<file path="src/rtl/cpu_mem_pkg.sv">
// Shared definitions for the CPU memory port arbiter and the CPU top level.
package cpu_mem_pkg;

    // Default widths, also used by the CPU top level.
    localparam int unsigned ADDR_W = 10;
    localparam int unsigned DATA_W = 32;

    // Arbiter FSM states.
    typedef enum logic [1:0] {
        StIdle,
        StBusyI,
        StBusyD,
        StResp
    } arb_state_e;

    // Port-select encoding for the granted requester.
    localparam logic SEL_I = 1'b0;
    localparam logic SEL_D = 1'b1;

endpackage

</file>
<file path="src/rtl/arb_starve_ctr.sv">
// Saturating 4-bit starvation counter with clear, increment and threshold compare.
module arb_starve_ctr #(
    parameter int unsigned THRESH = 4
) (
    input  logic       clk,
    input  logic       rst,
    input  logic       clr,
    input  logic       inc,
    output logic [3:0] cnt,
    output logic       hit
);

    logic [3:0] cnt_q, cnt_d;

    // Next count: clear wins over increment; increment saturates at 15.
    always_comb begin
        cnt_d = cnt_q;
        if (clr) begin
            cnt_d = 4'd0;
        end else if (inc && (cnt_q != 4'hF)) begin
            cnt_d = cnt_q + 4'd1;
        end
    end

    // Counter register.
    always_ff @(posedge clk) begin
        if (rst) begin
            cnt_q <= 4'd0;
        end else begin
            cnt_q <= cnt_d;
        end
    end

    assign cnt = cnt_q;
    assign hit = (cnt_q >= 4'(THRESH));

endmodule

</file>
<file path="src/rtl/mem_port_arbiter.sv">
// Arbitrates one single-port memory between the fetch port and the load/store port.
// Data wins contested grants unless the fetch port has been passed over STARVE_MAX times.
module mem_port_arbiter #(
    parameter int unsigned ADDR_W     = cpu_mem_pkg::ADDR_W,
    parameter int unsigned DATA_W     = cpu_mem_pkg::DATA_W,
    parameter int unsigned STARVE_MAX = 4
) (
    input  logic              clk,
    input  logic              rst,
    // fetch port
    input  logic              i_req,
    input  logic [ADDR_W-1:0] i_addr,
    output logic              i_ack,
    output logic [DATA_W-1:0] i_rdata,
    // load/store port
    input  logic              d_req,
    input  logic              d_we,
    input  logic [ADDR_W-1:0] d_addr,
    input  logic [DATA_W-1:0] d_wdata,
    input  logic [3:0]        d_wstrb,
    output logic              d_ack,
    output logic [DATA_W-1:0] d_rdata,
    // memory port
    output logic              mem_req,
    output logic              mem_we,
    output logic [ADDR_W-1:0] mem_addr,
    output logic [DATA_W-1:0] mem_wdata,
    output logic [3:0]        mem_wstrb,
    input  logic              mem_ready,
    input  logic [DATA_W-1:0] mem_rdata
);

    import cpu_mem_pkg::*;

    arb_state_e        state_q, state_d;
    logic              mem_req_q, mem_req_d;
    logic              mem_we_q, mem_we_d;
    logic [ADDR_W-1:0] mem_addr_q, mem_addr_d;
    logic [DATA_W-1:0] mem_wdata_q, mem_wdata_d;
    logic [3:0]        mem_wstrb_q, mem_wstrb_d;
    logic              i_ack_q, i_ack_d;
    logic              d_ack_q, d_ack_d;
    logic [DATA_W-1:0] i_rdata_q, i_rdata_d;
    logic [DATA_W-1:0] d_rdata_q, d_rdata_d;

    logic       grant;
    logic       grant_sel;
    logic       ctr_clr;
    logic       ctr_inc;
    logic       starve_hit;
    logic [3:0] starve_cnt;

    arb_starve_ctr #(
        .THRESH (STARVE_MAX)
    ) u_starve_ctr (
        .clk (clk),
        .rst (rst),
        .clr (ctr_clr),
        .inc (ctr_inc),
        .cnt (starve_cnt),
        .hit (starve_hit)
    );

    // Next-state, grant decision and registered-output next values.
    always_comb begin
        state_d     = state_q;
        mem_req_d   = mem_req_q;
        mem_we_d    = mem_we_q;
        mem_addr_d  = mem_addr_q;
        mem_wdata_d = mem_wdata_q;
        mem_wstrb_d = mem_wstrb_q;
        i_ack_d     = 1'b0;
        d_ack_d     = 1'b0;
        i_rdata_d   = i_rdata_q;
        d_rdata_d   = d_rdata_q;
        grant       = 1'b0;
        grant_sel   = SEL_D;
        ctr_clr     = 1'b0;
        ctr_inc     = 1'b0;

        unique case (state_q)
            StIdle: begin
                if (d_req && !(i_req && starve_hit)) begin
                    grant     = 1'b1;
                    grant_sel = SEL_D;
                end else if (i_req) begin
                    grant     = 1'b1;
                    grant_sel = SEL_I;
                end
            end
            StBusyI: begin
                if (mem_ready) begin
                    i_rdata_d   = mem_rdata;
                    i_ack_d     = 1'b1;
                    mem_req_d   = 1'b0;
                    mem_we_d    = 1'b0;
                    mem_wstrb_d = 4'h0;
                    state_d     = StResp;
                end
            end
            StBusyD: begin
                if (mem_ready) begin
                    d_rdata_d   = mem_rdata;
                    d_ack_d     = 1'b1;
                    mem_req_d   = 1'b0;
                    mem_we_d    = 1'b0;
                    mem_wstrb_d = 4'h0;
                    state_d     = StResp;
                end
            end
            StResp: begin
                // Ack is visible this cycle; requester drops req before next IDLE.
                state_d = StIdle;
            end
            default: state_d = StIdle;
        endcase

        // Latch the granted port's request so later input changes do not matter.
        if (grant) begin
            mem_req_d = 1'b1;
            if (grant_sel == SEL_D) begin
                state_d     = StBusyD;
                mem_we_d    = d_we;
                mem_addr_d  = d_addr;
                mem_wdata_d = d_wdata;
                mem_wstrb_d = d_we ? d_wstrb : 4'h0;
                ctr_inc     = i_req;
            end else begin
                state_d     = StBusyI;
                mem_we_d    = 1'b0;
                mem_addr_d  = i_addr;
                mem_wstrb_d = 4'h0;
                ctr_clr     = 1'b1;
            end
        end
    end

    // State and output registers.
    always_ff @(posedge clk) begin
        if (rst) begin
            state_q     <= StIdle;
            mem_req_q   <= 1'b0;
            mem_we_q    <= 1'b0;
            mem_addr_q  <= '0;
            mem_wdata_q <= '0;
            mem_wstrb_q <= 4'h0;
            i_ack_q     <= 1'b0;
            d_ack_q     <= 1'b0;
            i_rdata_q   <= '0;
            d_rdata_q   <= '0;
        end else begin
            state_q     <= state_d;
            mem_req_q   <= mem_req_d;
            mem_we_q    <= mem_we_d;
            mem_addr_q  <= mem_addr_d;
            mem_wdata_q <= mem_wdata_d;
            mem_wstrb_q <= mem_wstrb_d;
            i_ack_q     <= i_ack_d;
            d_ack_q     <= d_ack_d;
            i_rdata_q   <= i_rdata_d;
            d_rdata_q   <= d_rdata_d;
        end
    end

    assign mem_req   = mem_req_q;
    assign mem_we    = mem_we_q;
    assign mem_addr  = mem_addr_q;
    assign mem_wdata = mem_wdata_q;
    assign mem_wstrb = mem_wstrb_q;
    assign i_ack     = i_ack_q;
    assign d_ack     = d_ack_q;
    assign i_rdata   = i_rdata_q;
    assign d_rdata   = d_rdata_q;

endmodule

</file>
<file path="config.mk">
export PLATFORM = sky130hd
export DESIGN_NAME = mem_port_arbiter
export DESIGN_NICKNAME = d
export VERILOG_FILES = /design/src/rtl/cpu_mem_pkg.sv /design/src/rtl/arb_starve_ctr.sv /design/src/rtl/mem_port_arbiter.sv
export SDC_FILE = /design/constraint.sdc
export NUM_CORES = 1
export LEC_CHECK = 0
export ABC_AREA = 1
export BUFFER_PORTS_ARGS = -buffer_cell sky130_fd_sc_hd__buf_2
export CAP_MARGIN = 20
export CORE_MARGIN = 2
export CORE_UTILIZATION = 43
export DETAILED_ROUTE_END_ITERATION = 7
export GPL_TIMING_DRIVEN = 0
export PLACE_DENSITY = 0.78
export SLEW_MARGIN = 10
export SYNTH_ARGS = -nofsm -noshare
export SYNTH_HDL_FRONTEND = slang
export SYNTH_SLANG_ARGS = --single-unit
export TNS_END_PERCENT = 1
</file>
<file path="constraint.sdc">
create_clock -name clk -period 1.6 [get_ports clk]
set_clock_uncertainty 0.2 [all_clocks]
set_input_delay 0.32 -clock clk [delete_from_list [all_inputs] [get_ports clk]]
set_output_delay 0.32 -clock clk [all_outputs]
set_load 0.03 [all_outputs]
</file>
==> impl_results.rst <==
.. list-table::
   :header-rows: 1

   * - Metric
     - Value
   * - Total routing resource utilization after global routing
     - 27.3%
   * - Total design power
     - 14.7 mW
   * - Failing checks
     - negative setup slack
   * - Yosys Warn Count
     - 0
   * - Largest net degree at the start of global routing
     - 17
   * - Worst hold margin
     - 42.4 ps
   * - Antenna viol nets, final
     - 0
   * - Max Root-Sink Buffers
     - 2
   * - Mapped Nets
     - 769
   * - CP endpoint kind
     - flip-flop
   * - Area Overhead vs Synth
     - 67.1%
   * - Hold/Removal Path Class
     - primary input to flip-flop
   * - Min Clock Period, post-route
     - 1660 ps
   * - Average wire per cell in the routed design
     - 15.1 µm
   * - Total of buffers placed on input and output ports
     - 206
   * - Via density per instance
     - 4.89
   * - Antenna violations before repair
     - 0
   * - DIE HEIGHT
     - 109 µm
   * - Fraction of the core area covered by cells at the end of the flow
     - 73.6%
   * - Slew Limit Fails
     - 0
   * - Number of hold violations in the final report
     - 0
   * - Hpwl dp
     - 9.66 mm
   * - Fmax
     - 601 MHz
   * - Routed via count
     - 5619
   * - Total core area
     - 10800 µm²
   * - Total number of nets in the final design
     - 1097
   * - Total routed wirelength
     - 17.3 mm
   * - Average size of a mapped cell
     - 7.14 µm²
   * - Leakage power summed over all cells
     - 4.09 nW
   * - Initial Util
     - 44.1%
   * - Worst slew margin relative to its limit
     - 63.2%
   * - Total area of multi-input combinational cells
     - 1960 µm²
   * - Placement row count
     - 38
   * - P per Cell Area
     - 1840 nW/µm²
   * - Area of all sequential standard cells
     - 2410 µm²
   * - Insertion delay of the later-clocked pin in the worst-skew pair
     - 510 ps
   * - Worst vdd rail ir drop
     - 0.902 mV
   * - Max Cap Violations
     - 0
   * - Register area share after synthesis
     - 50.3%
   * - Actual transition at the worst max-transition pin
     - 550 ps
   * - Data required time of the worst path
     - 1850 ps
   * - Full die area
     - 12000 µm²
   * - Cell area after synthesis
     - 4780 µm²
   * - Starting DRT DRC Count
     - 416
   * - Number of clock sinks seen by CTS
     - 120
   * - Clock transition time at the flip-flop clock pins of the worst setup and hold paths
     - 60 ps
   * - Final critical-path setup slack
     - -65.0 ps
   * - Unique cell type count in the Yosys netlist
     - 19
   * - Total iterations of the first detailed-routing run
     - 5
   * - Seq cells post-synth
     - 120
   * - Total I/O pin count
     - 208
   * - DRC
     - 0
   * - CTS H-Tree Depth
     - 4
   * - Final clock period utilization by the worst path
     - 104%
   * - Placer congestion estimate
     - 0.815
   * - Kind of start point of the critical path
     - flip-flop
   * - Worst setup timing slack at the placement stage
     - -269 ps
   * - Clk root buf
     - sky130_fd_sc_hd__clkbuf_8
   * - Number of global-route vias before repair
     - 5518
   * - Share of post-route cells with drive strength above 1
     - 30.3%
   * - Total CTS buffers
     - 17
   * - Setup repair after global routing missed its margin
     - yes
   * - TritonCTS clock tree
     - yes
   * - Setup CP Type
     - flip-flop to flip-flop
   * - Overall overflow remaining after global route
     - 0
   * - Wire length of the first global-routing pass
     - 25.3 mm
   * - Result of the run
     - complete, but fails checks
   * - Maximum fanout along the worst path
     - 7
   * - Endpoint arrival time on the critical path
     - 1910 ps
   * - Die X
     - 109 µm
   * - Fill cell total of the finished layout
     - 800
   * - Final count of negative-setup-slack endpoints
     - 25
   * - Syn Inst Count
     - 669
## layer usage
metal	vias up	GRT usage [%]	share of wire (%)
li1	2728	-	-
met3	78	6.99	5.8
met5	-	0	0
met4	0	15.8	5.4
met1	2557	29.0	38
met2	256	48.8	51
## Yosys cell counts
master | instances | share of area (%)
sky130_fd_sc_hd__o21ai_0 | 77 | 8.1
sky130_fd_sc_hd__nand4_1 | 1 | 0.13
sky130_fd_sc_hd__nor2_1 | 206 | 16
sky130_fd_sc_hd__nand3_1 | 57 | 6.0
sky130_fd_sc_hd__ha_1 | 6 | 1.6
sky130_fd_sc_hd__a21oi_4 | 1 | 0.34
sky130_fd_sc_hd__clkbuf_1 | 15 | 1.2
sky130_fd_sc_hd__inv_1 | 71 | 5.6
sky130_fd_sc_hd__buf_1 | 1 | 0.078
sky130_fd_sc_hd__dfxtp_1 | 120 | 50
sky130_fd_sc_hd__buf_2 | 17 | 1.8
sky130_fd_sc_hd__nor2_2 | 1 | 0.13
sky130_fd_sc_hd__buf_4 | 4 | 0.63
sky130_fd_sc_hd__a21oi_1 | 7 | 0.73
sky130_fd_sc_hd__nand2_2 | 4 | 0.52
sky130_fd_sc_hd__inv_2 | 2 | 0.16
sky130_fd_sc_hd__buf_6 | 3 | 0.71
sky130_fd_sc_hd__nand2_1 | 75 | 5.9
sky130_fd_sc_hd__clkinv_1 | 1 | 0.078
## placed cells by master, fill, tap and decap left out, drive strengths merged
master         n
dlygate4sd3   93
a21oi          8
buf          213
diode          1
nor2         207
nand2         79
bufinv         5
inv           73
nand3         57
clkinv         2
nand4          1
o21ai         77
dfxtp        120
clkinvlp       1
ha             6
clkbuf        67
## stage by stage
| stage | cells | setup TNS, ps | area [µm²] |
|---|---|---|---|
| floorplan | 669 | -3.62 | 4780 |
| global placement | 1015 | -12700 | 5990 |
| detailed placement | 1015 | -15070 | 5990 |
| CTS | 1145 | -483 | 7700 |
| global route | 1149 | -3460 | 7980 |
| finish | 1150 | -530 | 7980 |
## flip-flops by register name (all words and copies together) (netlist names)
| register | cells |
|---|---|
| u_starve_ctr.cnt | 4 |
| i_ack | 1 |
| mem_we | 1 |
| mem_wdata | 32 |
| d_ack | 1 |
| i_rdata | 32 |
| mem_addr | 10 |
| d_rdata | 32 |
| mem_req | 1 |
| state_q | 2 |
| mem_wstrb | 4 |
## where the power goes
part / internal, mW / switching [mW] / total (mW)
registers: 3.83 / 0.458 / 4.29
clock network: 2.89 / 1.31 / 4.19
logic: 2.25 / 3.96 / 6.21
## layout make-up
class / count / area share [%]
buffer: 40 / 3.42
timing repair buffer: 309 / 27.8
antenna: 1 / 0.0313
clock buffer: 24 / 6.14
tap: 140 / 2.19
sequential: 120 / 30.2
inverter: 74 / 3.64
clock inverter: 7 / 2.04
multi-input combinational: 435 / 24.5
## path summary, 6_finish.rpt
path,startpoint,endpoint,cells past startpoint,slack [ps]
setup / recovery,state_q[0],mem_wdata[27],10,-60
hold / removal,d_wdata[4],mem_wdata[4],5,40
setup reg to reg,state_q[0],mem_wdata[27],10,-60
hold reg to reg,u_starve_ctr.cnt[3],u_starve_ctr.cnt[3],2,240
## timing repair
action	CTS	global route
resized for setup	36	122
endpoints found under the setup margin	115	161
cloned	2	1
hold buffers	93	0
endpoints found under the hold margin	113	0
pin swaps	8	6
setup buffers	4	3
## kinds of logic after synthesis
logic type               after synthesis  share of synthesized area, %
AND/OR/NAND/NOR                      344                          28.8
adder cells (fa/ha/maj)                6                          1.57
AO/OA/AOI/OAI                         85                          9.14
flip-flops                           120                          50.3
buffers and inverters                114                          10.2
## worst max-delay path, cell delays in order (launching register included)
cell	delay, ps
sky130_fd_sc_hd__dfxtp_4	360
sky130_fd_sc_hd__inv_4	70
sky130_fd_sc_hd__ha_4	160
sky130_fd_sc_hd__nand2_4	80
sky130_fd_sc_hd__nand2_4	100
sky130_fd_sc_hd__inv_4	40
sky130_fd_sc_hd__a21oi_4	130
sky130_fd_sc_hd__buf_12	140
sky130_fd_sc_hd__buf_4	150
sky130_fd_sc_hd__nor2_1	50
sky130_fd_sc_hd__nor2_1	110
(Power assumes the default switching activity.)
